--- config.mk ---
export PLATFORM = sky130hd
export DESIGN_NAME = inv_mix_columns_iter
export DESIGN_NICKNAME = d
export VERILOG_FILES = /design/src/rtl/aes_pkg.sv /design/src/rtl/inv_mix_column.sv /design/src/rtl/inv_mix_columns_iter.sv
export SDC_FILE = /design/constraint.sdc
export NUM_CORES = 1
export LEC_CHECK = 0
export CORE_UTILIZATION = 58
export CTS_BUF_LIST = sky130_fd_sc_hd__clkbuf_16
export CTS_CLUSTER_DIAMETER = 100
export DETAILED_ROUTE_END_ITERATION = 12
export PLACE_DENSITY = 0.87
export SYNTH_ARGS = -nofsm -noshare
export SYNTH_HDL_FRONTEND = slang
export SYNTH_SLANG_ARGS = --single-unit
--- constraint.sdc ---
create_clock -name Clk -period 5.6 [get_ports Clk]
set_input_delay 1.12 -clock Clk [delete_from_list [all_inputs] [get_ports Clk]]
set_output_delay 1.12 -clock Clk [all_outputs]
set_load 0.02 [all_outputs]
--- src/rtl/aes_pkg.sv ---
// Shared AES decryption helpers: GF(2^8) constant multipliers, state byte
// indexing and the round-stage FSM encoding.
package aes_pkg;

    localparam logic [7:0] AES_POLY = 8'h1b;

    typedef enum logic [1:0] {
        IDLE = 2'd0,
        RUN  = 2'd1,
        DONE = 2'd2
    } state_t;

    function automatic logic [7:0] xtime(input logic [7:0] b);
        return {b[6:0], 1'b0} ^ (b[7] ? AES_POLY : 8'h00);
    endfunction

    function automatic logic [7:0] gf_mul09(input logic [7:0] b);
        logic [7:0] x2, x4, x8;
        x2 = xtime(b);
        x4 = xtime(x2);
        x8 = xtime(x4);
        return x8 ^ b;
    endfunction

    function automatic logic [7:0] gf_mul0b(input logic [7:0] b);
        logic [7:0] x2, x4, x8;
        x2 = xtime(b);
        x4 = xtime(x2);
        x8 = xtime(x4);
        return x8 ^ x2 ^ b;
    endfunction

    function automatic logic [7:0] gf_mul0d(input logic [7:0] b);
        logic [7:0] x2, x4, x8;
        x2 = xtime(b);
        x4 = xtime(x2);
        x8 = xtime(x4);
        return x8 ^ x4 ^ b;
    endfunction

    function automatic logic [7:0] gf_mul0e(input logic [7:0] b);
        logic [7:0] x2, x4, x8;
        x2 = xtime(b);
        x4 = xtime(x2);
        x8 = xtime(x4);
        return x8 ^ x4 ^ x2;
    endfunction

    // MSB position of byte s[r][c] in the row-major 128-bit state
    function automatic int unsigned idx(input int unsigned r, input int unsigned c);
        return 127 - 8 * (4 * r + c);
    endfunction

endpackage

--- src/rtl/inv_mix_column.sv ---
// Combinational InvMixColumns of one state column; byte for row 0 sits in
// bits [31:24].
module inv_mix_column
    import aes_pkg::*;
(
    input  logic [31:0] col_in,
    output logic [31:0] col_out
);

    logic [7:0] a0, a1, a2, a3;

    assign a0 = col_in[31:24];
    assign a1 = col_in[23:16];
    assign a2 = col_in[15:8];
    assign a3 = col_in[7:0];

    assign col_out[31:24] = gf_mul0e(a0) ^ gf_mul0b(a1) ^ gf_mul0d(a2) ^ gf_mul09(a3);
    assign col_out[23:16] = gf_mul09(a0) ^ gf_mul0e(a1) ^ gf_mul0b(a2) ^ gf_mul0d(a3);
    assign col_out[15:8]  = gf_mul0d(a0) ^ gf_mul09(a1) ^ gf_mul0e(a2) ^ gf_mul0b(a3);
    assign col_out[7:0]   = gf_mul0b(a0) ^ gf_mul0d(a1) ^ gf_mul09(a2) ^ gf_mul0e(a3);

endmodule

--- src/rtl/inv_mix_columns_iter.sv ---
// Iterative AES InvMixColumns, COLS_PER_CYCLE columns per clock, En/Ry handshake.
// Optional macro INV_MIX_BYPASS_EN adds a Bypass input for the final round.
module inv_mix_columns_iter
    import aes_pkg::*;
#(
    parameter int COLS_PER_CYCLE = 1
) (
    input  logic         Clk,
    input  logic         Rst_n,
    input  logic         En,
`ifdef INV_MIX_BYPASS_EN
    input  logic         Bypass,
`endif
    input  logic [127:0] Text,
    output logic         Ry,
    output logic [127:0] ModifiedText
);

    localparam int N = 4 / COLS_PER_CYCLE;
    localparam logic [1:0] STEP = 2'(COLS_PER_CYCLE % 4);

    if (!(COLS_PER_CYCLE == 1 || COLS_PER_CYCLE == 2 || COLS_PER_CYCLE == 4)) begin : g_bad_param
        $error("inv_mix_columns_iter: COLS_PER_CYCLE must be 1, 2 or 4");
    end

    state_t       state, state_nxt;
    logic [1:0]   cnt;
    logic [127:0] work, work_nxt;
    logic [31:0]  col_in  [COLS_PER_CYCLE];
    logic [31:0]  col_out [COLS_PER_CYCLE];
    logic         last;
    logic         bypass_sel;

`ifdef INV_MIX_BYPASS_EN
    assign bypass_sel = Bypass;
`else
    assign bypass_sel = 1'b0;
`endif

    // cnt is always a multiple of COLS_PER_CYCLE, so cnt+k never passes column 3
    always_comb begin
        for (int k = 0; k < COLS_PER_CYCLE; k++) begin
            col_in[k] = '0;
            for (int r = 0; r < 4; r++) begin
                col_in[k][31-8*r -: 8] = work[idx(r, int'(cnt) + k) -: 8];
            end
        end
    end

    for (genvar k = 0; k < COLS_PER_CYCLE; k++) begin : g_col
        inv_mix_column u_col (
            .col_in  (col_in[k]),
            .col_out (col_out[k])
        );
    end

    always_comb begin
        work_nxt = work;
        for (int k = 0; k < COLS_PER_CYCLE; k++) begin
            for (int r = 0; r < 4; r++) begin
                work_nxt[idx(r, int'(cnt) + k) -: 8] = col_out[k][31-8*r -: 8];
            end
        end
    end

    assign last = (({1'b0, cnt} + 3'(COLS_PER_CYCLE)) == 3'd4);
    assign Ry   = (state == DONE);

    always_comb begin
        state_nxt = state;
        unique case (state)
            IDLE:    if (En) state_nxt = bypass_sel ? DONE : RUN;
            RUN:     if (!En) state_nxt = IDLE;
                     else if (last) state_nxt = DONE;
            DONE:    if (!En) state_nxt = IDLE;
            default: state_nxt = IDLE;
        endcase
    end

    always_ff @(posedge Clk or negedge Rst_n) begin
        if (!Rst_n) begin
            state        <= IDLE;
            cnt          <= '0;
            work         <= '0;
            ModifiedText <= '0;
        end else begin
            state <= state_nxt;
            unique case (state)
                IDLE: if (En) begin
                    work <= Text;
                    cnt  <= '0;
                    if (bypass_sel) ModifiedText <= Text;
                end
                RUN: if (En) begin
                    work <= work_nxt;
                    cnt  <= cnt + STEP;
                    if (last) ModifiedText <= work_nxt;
                end
                default: ;
            endcase
        end
    end

    logic unused_n;
    assign unused_n = (N == 0);

endmodule
==> out/summary.json <==
{
  "outcome": "complete, but fails checks",
  "path_class": "register to register",
  "post-synth-top-area-fraction": 0.4443,
  "wire_per_inst_um": 23.96,
  "layout_common_cells": "clkdlybuf4s50_1, dfrtp_1, a21oi_1",
  "syn-instance-count": 1443,
  "insertedDiodeCount": 0,
  "drt_iter0_markers": 1774,
  "cts_num_sinks": 260,
  "final_antenna_net_count": 0,
  "worst_slew_pin_slew_ns": 1.491,
  "finClkSkew_ns": 0.02827,
  "fraction_of_final_layout_cells_sized_beyond_drive_strength_1": 0.08368,
  "register_area_share_after_synthesis": 0.4443,
  "type_of_the_tightest_min_delay_check": "register to register",
  "critical_path.startpoint_type": "register",
  "routed_wl_um": 47560,
  "initial_core_utilization": 0.5968,
  "postCtsResizedCells": 0,
  "synth_warnings": 0,
  "maximum_clock_rate_mhz": 242.3,
  "floorplan.rows": 57,
  "initial_antenna_violation_count": 0,
  "die-width_um": 160.9,
  "synth_cell_type_count": 43,
  "pre_cts_slack_ns": 1.519,
  "drt_pass1_iterations": 6,
  "globalRouteTotalUtil": 0.3664,
  "finalHoldViolations": 0,
  "cts_max_level": 1,
  "failed_checks": "max-capacitance violations, max-slew violations",
  "final.setup.tns_ns": 0,
  "crit_path_max_fanout": 27,
  "detailroute.wirelength.met3_um": 6137,
  "synth.net_count": 1579,
  "cts_max_path_buffers": 3,
  "synth_area_per_cell_um2": 10.15,
  "worstPathRequired_ns": 6.00,
  "worst_slack_ns": 1.473,
  "final_period_minus_worst_setup_slack_ns": 4.127,
  "post-route-cell-area_um2": 18330,
  "core_um2": 24530,
  "detail_route.drc_violations": 0,
  "port_buffers": 259,
  "cts_root_buffer": "clkbuf_16",
  "nets": 1778,
  "ys_ff_latch": 260,
  "cap_viol_max_count": 2,
  "clk_latency_ns": 0.55,
  "grt_overflow_total": 0,
  "vias_in_the_first_global_route": 12890,
  "post-cts-setup-buffers": 0,
  "area_growth_pct": 25.18,
  "maxUsedRoutingLayer": "met4",
  "place.gp.congestion": 1.015,
  "dpl-instance-area_um2": 17460,
  "die_y_um": 160.9,
  "post-dp-hpwl_um": 31560,
  "final-max-slew-violation-count": 1,
  "netlist_top_cells_area": "dfrtp_1, a21oi_1, o21ai_0",
  "synthesis.area_um2": 14640,
  "setup_violations": 0,
  "timing.max_slew.rel_slack": -0.004698,
  "synth_area_leader_cell": "dfrtp_1",
  "grt_pass1_wl_um": 73240,
  "drt-vias-per-instance": 6.669,
  "die_area_um2": 25890,
  "met2RoutedLength_um": 22310,
  "dr_total_vias": 13240,
  "clk_pin_slew_worst_paths_ns": 0.06,
  "worst_setup_path_end_kind": "register",
  "utilization_after_layout": 0.7471,
  "cts_tree": "done",
  "post_cts_hold_buffer_count": 0,
  "io_pins": 260,
  "layout.cells.most_common": "clkdlybuf4s50_1",
  "setup_repair_after_global_routing_missed_its_margin": "false",
  "cts_made_buffers": 26,
  "routedLengthMet1_um": 17230,
  "grt_max_degree": 119,
  "final_clock_period_utilization_by_the_worst_path": 0.7370,
  "worst-endpoint-arrival_ns": 4.52
}
-- per-stage QoR --
stage	cells	hold WS, ns
after floorplan	1443	0.4666
after global placement	1938	0.4561
after detailed placement	1938	0.4555
after CTS	1985	0.4686
after global routing	1985	0.5013
final	1985	0.4626
-- state kept, by name (all words and copies together) (netlist names) --
name          flops
work            128
state             2
ModifiedText    128
cnt               2
-- layout make-up --
type / instances / area, µm²
clock buffer: 27 / 675.6
sequential: 260 / 6510
timing repair buffer: 287 / 2845
fill: 1640 / 6203
multi-input combinational: 1060 / 7676
inverter: 7 / 26.28
tap: 324 / 405.4
clock inverter: 20 / 191.4
-- worst max-delay path, cell delays in order (launching register included) --
cell and delay (ns):
dfrtp_2 1.04, mux4_2 0.79, xor2_1 0.34, xnor3_2 0.57
xnor3_2 0.44, xor2_1 0.44, a2bb2oi_1 0.26, a21oi_1 0.10
-- path summary, 6_finish.rpt --
kind,from,endpoint,slack [ns],cells after the start
worst max-delay path,cnt[0],ModifiedText[21],1.47,7
worst max register to register,cnt[0],ModifiedText[21],1.47,7
max in group asynchronous,Rst_n,ModifiedText[90],3.85,2
min in group asynchronous,Rst_n,ModifiedText[100],0.62,1
worst min-delay path,ModifiedText[71],ModifiedText[71],0.46,2
worst min register to register,ModifiedText[71],ModifiedText[71],0.46,2
-- synthesized netlist by cell type --
library cell / number
ha_1: 5
nor3_1: 4
o2bb2ai_1: 4
mux2_2: 1
buf_1: 1
and3_1: 9
inv_1: 1
a221oi_1: 12
a21oi_1: 199
dfrtp_1: 260
clkbuf_1: 93
a32oi_1: 8
or2_1: 1
a31oi_1: 14
nor2b_1: 2
o21ai_1: 9
clkinv_1: 6
xnor2_4: 3
xnor3_2: 5
xor2_1: 22
or3_1: 92
buf_4: 3
o21ai_0: 164
nand3_1: 6
xnor2_2: 8
a2bb2oi_2: 4
xnor2_1: 83
buf_2: 16
xor2_2: 2
a2bb2oi_1: 4
a21o_1: 4
nand2b_1: 2
xnor3_1: 36
nand2_1: 96
o221ai_1: 8
mux4_2: 32
a22oi_1: 69
buf_6: 3
nor2_1: 134
xor3_1: 9
o22ai_1: 4
o21ai_2: 4
or2_4: 1
-- cells by family (layout without fill, tap and decap cells) --
kind of cell             Yosys count  count (layout)  share of synthesized area
buffers and inverters            123             341                    0.03520
flip-flops                       260             260                     0.4443
AND/OR/NAND/NOR                  347             347                     0.1083
adder cells (fa/ha/maj)            5               5                   0.004272
AO/OA/AOI/OAI                    507             507                     0.2003
XOR/XNOR                         168             168                     0.1577
multiplexers                      33              33                    0.04999
-- layer usage --
| metal | GRT usage | vias to the layer above |
|---|---|---|
| li1 | - | 5593 |
| met1 | 0.4944 | 6355 |
| met2 | 0.5844 | 1094 |
| met3 | 0.07877 | 196 |
| met4 | 0.1389 | 0 |
| met5 | 0 | - |
Power is left out: the tool's default activity adds up to more than one toggle a clock period on the data nets, which glitch-free logic cannot reach.
==> RTL edit 1, RTL diff (same settings) <==
Add a define of `INV_MIX_BYPASS_EN`.
--- a/src/rtl/inv_mix_columns_iter.sv
+++ b/src/rtl/inv_mix_columns_iter.sv
@@ -1,5 +1,7 @@
 // Iterative AES InvMixColumns, COLS_PER_CYCLE columns per clock, En/Ry handshake.
 // Optional macro INV_MIX_BYPASS_EN adds a Bypass input for the final round.
+`define INV_MIX_BYPASS_EN
+
 module inv_mix_columns_iter
     import aes_pkg::*;
 #(
Interface: changed (added Bypass); port bits go from 260 to 261. The function was not compared with the original's and may differ.
==> RTL edit 1 against the original RTL <==
- wire length decreased by 1.4%
- first-iteration DRC count down 5.2%
- die area rose by 3.9%
- synthesized cell count rose by 4.0%
- count of clock-buffer cells in the layout is the same
- final area up 2.0%
- sequential cell count is the same
- worst setup slack worse by 26 ps
- synthesized area is 3.9% higher
- critical endpoint is now work[22]
Power is not shown: default switching activity piles up to over one toggle a cycle in this logic, so the estimate is an artifact.
==> RTL edit 1: results (changes against the original RTL) <==
stage;metric;value;unit;change
global_route;grt_start_max_net_pins;125;;+5.0%
clock_tree;h-tree-depth;1;;unchanged
placed_design;place_area;17900;um^2;+2.3%
global_route;grt_first_pass_wirelength;71.8;mm;-1.9%
global_route;grt_pass1_vias;13100;;+1.6%
timing;fin_skew;17.8;ps;-10.5 ps
global_route;antenna_found_initial;0;;unchanged
hold_path;worstHoldPathType;reg -> reg;;
logic_synthesis;yosys-top-cells-count;289 x o21ai_0, 260 x dfrtp_1, 182 x nand2_1, 126 x nor2_1, 100 x a21oi_1;;
placed_design;port_buffers;260;;+0.39%
route;drt_iter0_drc;1681;;-5.2%
worst_setup_path;slowest_stage;dfrtp_2;;
global_route;grt_use_total;34.9;%;-1.7 points
clock_tree;cts_buffers;27;;+3.8%
finish;fillerInstances;1703;;+3.8%
finish;num_antenna_cells;0;;unchanged
worst_setup_path;arrival;4580;ps;+60 ps
clock_tree;ctsResizeCount;0;;unchanged
route;vias_per_cell;6.61;;-0.94%
route;firstDrtPassIters;6;;unchanged
clock_tree;cts.path.max_buffers;3;;unchanged
finish;seqCellArea;6510;um^2;about the same
logic_synthesis;synthFlopType;dfrtp_1;;
logic_synthesis;avgSynthCellArea;10.1;um^2;about the same
worst_setup_path;crit_path_max_fanout;22;;-19%
logic_synthesis;synthTopCellsByArea;dfrtp_1 43%, o21ai_0 9.5%, xnor3_1 7.4%;;
placed_design;placed_cells;1983;;+2.3%
finish;drive_above_1_share;7.41;%;-0.96 points
logic_synthesis;synth_warnings;0;;unchanged
finish;reg.largest.list;ModifiedText: 128 flops, work: 128 flops;;
placed_design;routabilityCongestion;0.989;;-2.6%
clock_tree;cts.clk_slew.worst_paths;60;ps;about the same
logic_synthesis;ys_async_sr_fraction;100;%;unchanged
logic_synthesis;netlist-cell-type-count;43;;unchanged
timing;tightestPinTransition;1130;ps;-363 ps
placed_design;dp_hpwl;31.6;mm;about the same
finish;nets;1819;;+2.3%
clock_tree;cts_setup_buffers;0;;unchanged
run_status;status;finished clean;;
route;vias;13400;;+1.3%
clock_tree;cts_root_buf;clkbuf_16;;
clock_tree;clk_latency;550;ps;about the same
logic_synthesis;synth_nets;1637;;+3.7%
route;wl_per_cell;23.1;um;-3.6%
worst_setup_path;max_stage_delay;910;ps;-130 ps
logic_synthesis;yosysSeqAreaShare;42.8;%;-1.7 points
-- RTL edit 1: changes by cell type after synthesis, sizes merged, moves of 30 or more --
| cell | change |
|---|---|
| nand2 | +86 |
| or3 | -92 |
| a221oi | +54 |
| a22oi | -30 |
| o21ai | +112 |
| a21oi | -99 |
-- RTL edit 1: layout make-up --
cell class	count	area share, %
clock inverter	20	0.803
timing repair buffer	282	15.0
multi-input combinational	1105	43.5
sequential	260	34.8
inverter	6	0.121
clock buffer	27	3.62
tap	330	2.21
-- RTL edit 1: cell families after synthesis --
kind of cell    count (synthesis)  share of synthesized area (%)
xor+xnor                      168                           16.8
mux                            34                           5.08
buf+inv                       135                           4.24
compound gates                557                           21.8
fa+ha+maj                       5                          0.411
flops                         260                           42.8
simple gates                  341                           8.88
-- RTL edit 1: path summary, 6_finish.rpt --
check,startpoint,endpoint,slack (ps),cells after the start
max,cnt[0],work[22],1450,8
min,ModifiedText[87],ModifiedText[87],480,2
max reg2reg,cnt[0],work[22],1450,8
min reg2reg,ModifiedText[87],ModifiedText[87],480,2
max in group asynchronous,Rst_n,work[27],3890,2
min in group asynchronous,Rst_n,work[24],570,1
-- RTL edit 1: routing by layer --
metal,GRT usage (%),up-vias,routed length (um)
met3,8.03,144,5390
met1,47.9,6538,18100
met5,0,-,0
met2,54.4,939,21700
met4,13.3,0,1710
li1,-,5790,-
-- RTL edit 1: worst max-delay path, delay by kind of cell (launching register included) --
kind	cells	cell delay, ps
buf+inv	1	390
mux	1	740
compound gates	2	490
xor+xnor	4	1510
flops	1	910
-- RTL edit 1: metrics by stage --
step	hold WS, ps	setup slack, ps
detailed placement	470	1490
CTS	483	1470
global placement	464	1600
floorplan	462	2480
finish	480	1450
global route	498	1190
==> RTL edit 2, RTL diff (same settings) <==
Without the edit above. Register the inputs `En` and `Text` before use, without a reset. The logic sees them one clock later. Comments in the files are not updated.
--- a/src/rtl/inv_mix_columns_iter.sv
+++ b/src/rtl/inv_mix_columns_iter.sv
@@ -18,6 +18,14 @@
 
     localparam int N = 4 / COLS_PER_CYCLE;
     localparam logic [1:0] STEP = 2'(COLS_PER_CYCLE % 4);
+
+    logic En_q;
+    logic [127:0] Text_q;
+
+    always_ff @(posedge Clk) begin
+        En_q   <= En;
+        Text_q <= Text;
+    end
 
     if (!(COLS_PER_CYCLE == 1 || COLS_PER_CYCLE == 2 || COLS_PER_CYCLE == 4)) begin : g_bad_param
         $error("inv_mix_columns_iter: COLS_PER_CYCLE must be 1, 2 or 4");
@@ -69,10 +77,10 @@
     always_comb begin
         state_nxt = state;
         unique case (state)
-            IDLE:    if (En) state_nxt = bypass_sel ? DONE : RUN;
-            RUN:     if (!En) state_nxt = IDLE;
+            IDLE:    if (En_q) state_nxt = bypass_sel ? DONE : RUN;
+            RUN:     if (!En_q) state_nxt = IDLE;
                      else if (last) state_nxt = DONE;
-            DONE:    if (!En) state_nxt = IDLE;
+            DONE:    if (!En_q) state_nxt = IDLE;
             default: state_nxt = IDLE;
         endcase
     end
@@ -86,12 +94,12 @@
         end else begin
             state <= state_nxt;
             unique case (state)
-                IDLE: if (En) begin
-                    work <= Text;
+                IDLE: if (En_q) begin
+                    work <= Text_q;
                     cnt  <= '0;
-                    if (bypass_sel) ModifiedText <= Text;
+                    if (bypass_sel) ModifiedText <= Text_q;
                 end
-                RUN: if (En) begin
+                RUN: if (En_q) begin
                     work <= work_nxt;
                     cnt  <= cnt + STEP;
                     if (last) ModifiedText <= work_nxt;
Check against the original RTL: not settled (the Yosys comparison gave no result); the edit may change what the design does.
==> RTL edit 2 against the original RTL <==
- worst setup slack worse by 220 ps
- wire length up 11%
- sequential share of layout area up 6.6 points
- synthesized cell count up 13%
- maximum frequency down 5.0%
- final area up 18%
- non-clock buffer count down 4
- sequential cell count up 129
- clock skew down 11 ps
- synthesized area up 20%
- critical path depth unchanged
Power is left out: the tool's default activity adds up to more than one toggle a clock period on the data nets, which glitch-free logic cannot reach.
==> RTL edit 2: results (changes against the original RTL) <==
stage;metric;value;unit;change
clock_tree;cts.path.max_buffers;3;;unchanged
logic_synthesis;netlist-cell-type-count;43;;unchanged
clock_tree;cts_root_buf;clkbuf_16;;
route;wirelength;52.6;mm;+11%
finish;nets;1967;;+11%
logic_synthesis;synthXorXnorAreaFrac;13.8;%;-2.0 points
clock_tree;cts.clk_slew.worst_paths;70;ps;
logic_synthesis;synth_edf_count;0;;unchanged
clock_tree;ctsResizeCount;0;;unchanged
logic_synthesis;ys_async_sr_fraction;66.8;%;-33 points
clock_tree;clk_latency;540;ps;
global_route;grt_first_pass_wirelength;80.9;mm;+10%
global_route;antenna_found_initial;0;;unchanged
timing;fin_skew;17.1;ps;-11.2 ps
route;firstDrtPassIters;6;;unchanged
logic_synthesis;yosys.area_share.adder;0.357;%;-0.071 points
logic_synthesis;yosysSeqAreaShare;51.8;%;+7.4 points
route;met1_length;19.7;mm;+14%
hold_path;worstHoldPathType;reg -> reg;;
route;drt_iter0_drc;1946;;+9.7%
worst_setup_path;arrival;4780;ps;+260 ps
global_route;grt_use_total;34.1;%;-2.6 points
logic_synthesis;synthTopCellsByArea;dfrtp_1 37%, dfxtp_1 15%, o21ai_0 4.8%;;
placed_design;dp_hpwl;34.1;mm;+8.0%
finish;drive_above_1_share;7.95;%;-0.42 points
logic_synthesis;synth_mux_area_share;4.39;%;-0.61 points
clock_tree;h-tree-depth;2;;+1
route;top_layer_used;met4;;
logic_synthesis;synth-compound-area-share;15.8;%;-4.3 points
clock_tree;cts_setup_buffers;0;;unchanged
global_route;gr-usage-met2;53.6;%;-4.8 points
timing;tightestPinTransition;1200;ps;-296 ps
global_route;grt_pass1_vias;14500;;+12%
clock_tree;cts_buffers;40;;+54%
logic_synthesis;synth_nets;1768;;+12%
global_route;grt_use_met3;6.71;%;-1.2 points
placed_design;routabilityCongestion;0.940;;-7.5%
finish;reg.largest.list;ModifiedText: 128 flops, Text_q: 128 flops, work: 128 flops;;
route;wl_met2;24.7;mm;+11%
logic_synthesis;synth_warnings;0;;unchanged
logic_synthesis;yosys-top-cells-count;260 x dfrtp_1, 182 x nand2_1, 168 x o21ai_0, 129 x dfxtp_1, 103 x clkbuf_1;;
worst_setup_path;crit_path_max_fanout;31;;+15%
run_status;status;finished clean;;
logic_synthesis;synthFlopType;dfrtp_1;;
global_route;groute.layer.met1.usage;45.4;%;-4.0 points
clock_tree;ctsHoldBuffers;0;;unchanged
global_route;grt_start_max_net_pins;124;;+4.2%
placed_design;port_buffers;259;;unchanged
route;met3WireLength;5.93;mm;-3.3%
route;vias;14400;;+9.1%
placed_design;place_area;20300;um^2;+16%
[RTL edit 2: cell types whose count changed after synthesis, moves of 10 or more]
cell | before | now
xor2_1 | 22 | 36
nor2_1 | 134 | 97
xnor2_1 | 83 | 93
mux4_1 | 0 | 10
nand2_1 | 96 | 182
a31oi_1 | 14 | 99
clkbuf_1 | 93 | 103
mux4_2 | 32 | 22
nor2b_1 | 2 | 13
a22oi_1 | 69 | 44
a21oi_1 | 199 | 100
dfxtp_1 | 0 | 129
[RTL edit 2: final timing paths]
path	startpoint	endpoint	slack (ps)	depth (start not counted)
worst max-delay path	cnt[0]	ModifiedText[12]	1260	7
worst min-delay path	ModifiedText[16]	ModifiedText[16]	460	2
worst max register to register	cnt[0]	ModifiedText[12]	1260	7
worst min register to register	ModifiedText[16]	ModifiedText[16]	460	2
max in group asynchronous	Rst_n	cnt[1]	3810	2
min in group asynchronous	Rst_n	ModifiedText[63]	580	1
[RTL edit 2: worst max-delay path: stages (launching register included)]
cell     delay (ps)
dfrtp_2        1060
mux4_1          990
xor3_1          600
xnor3_2         460
xnor3_1         360
xnor2_1         380
nand2_1         150
a31oi_1         230
[RTL edit 2: through the flow]
stage	hold WS, ps	std cells	utilization [%]	worst slack [ps]
2_1_floorplan	426	1632	-	2460
3_3_place_gp	453	2179	68.4	1370
3_5_place_dp	455	2179	68.4	1330
4_1_cts	467	2252	72.6	1300
5_1_grt	498	2252	72.6	1050
6_report	461	2253	72.7	1260
[RTL edit 2: cell type report]
| type | instances | area (um^2) |
|---|---|---|
| clock buffer | 42 | 1050 |
| tap | 390 | 488 |
| sequential | 389 | 9090 |
| clock inverter | 31 | 201 |
| antenna | 1 | 2.50 |
| timing repair buffer | 283 | 2790 |
| multi-input combinational | 1110 | 7940 |
| inverter | 7 | 26.3 |
| fill | 1960 | 8130 |
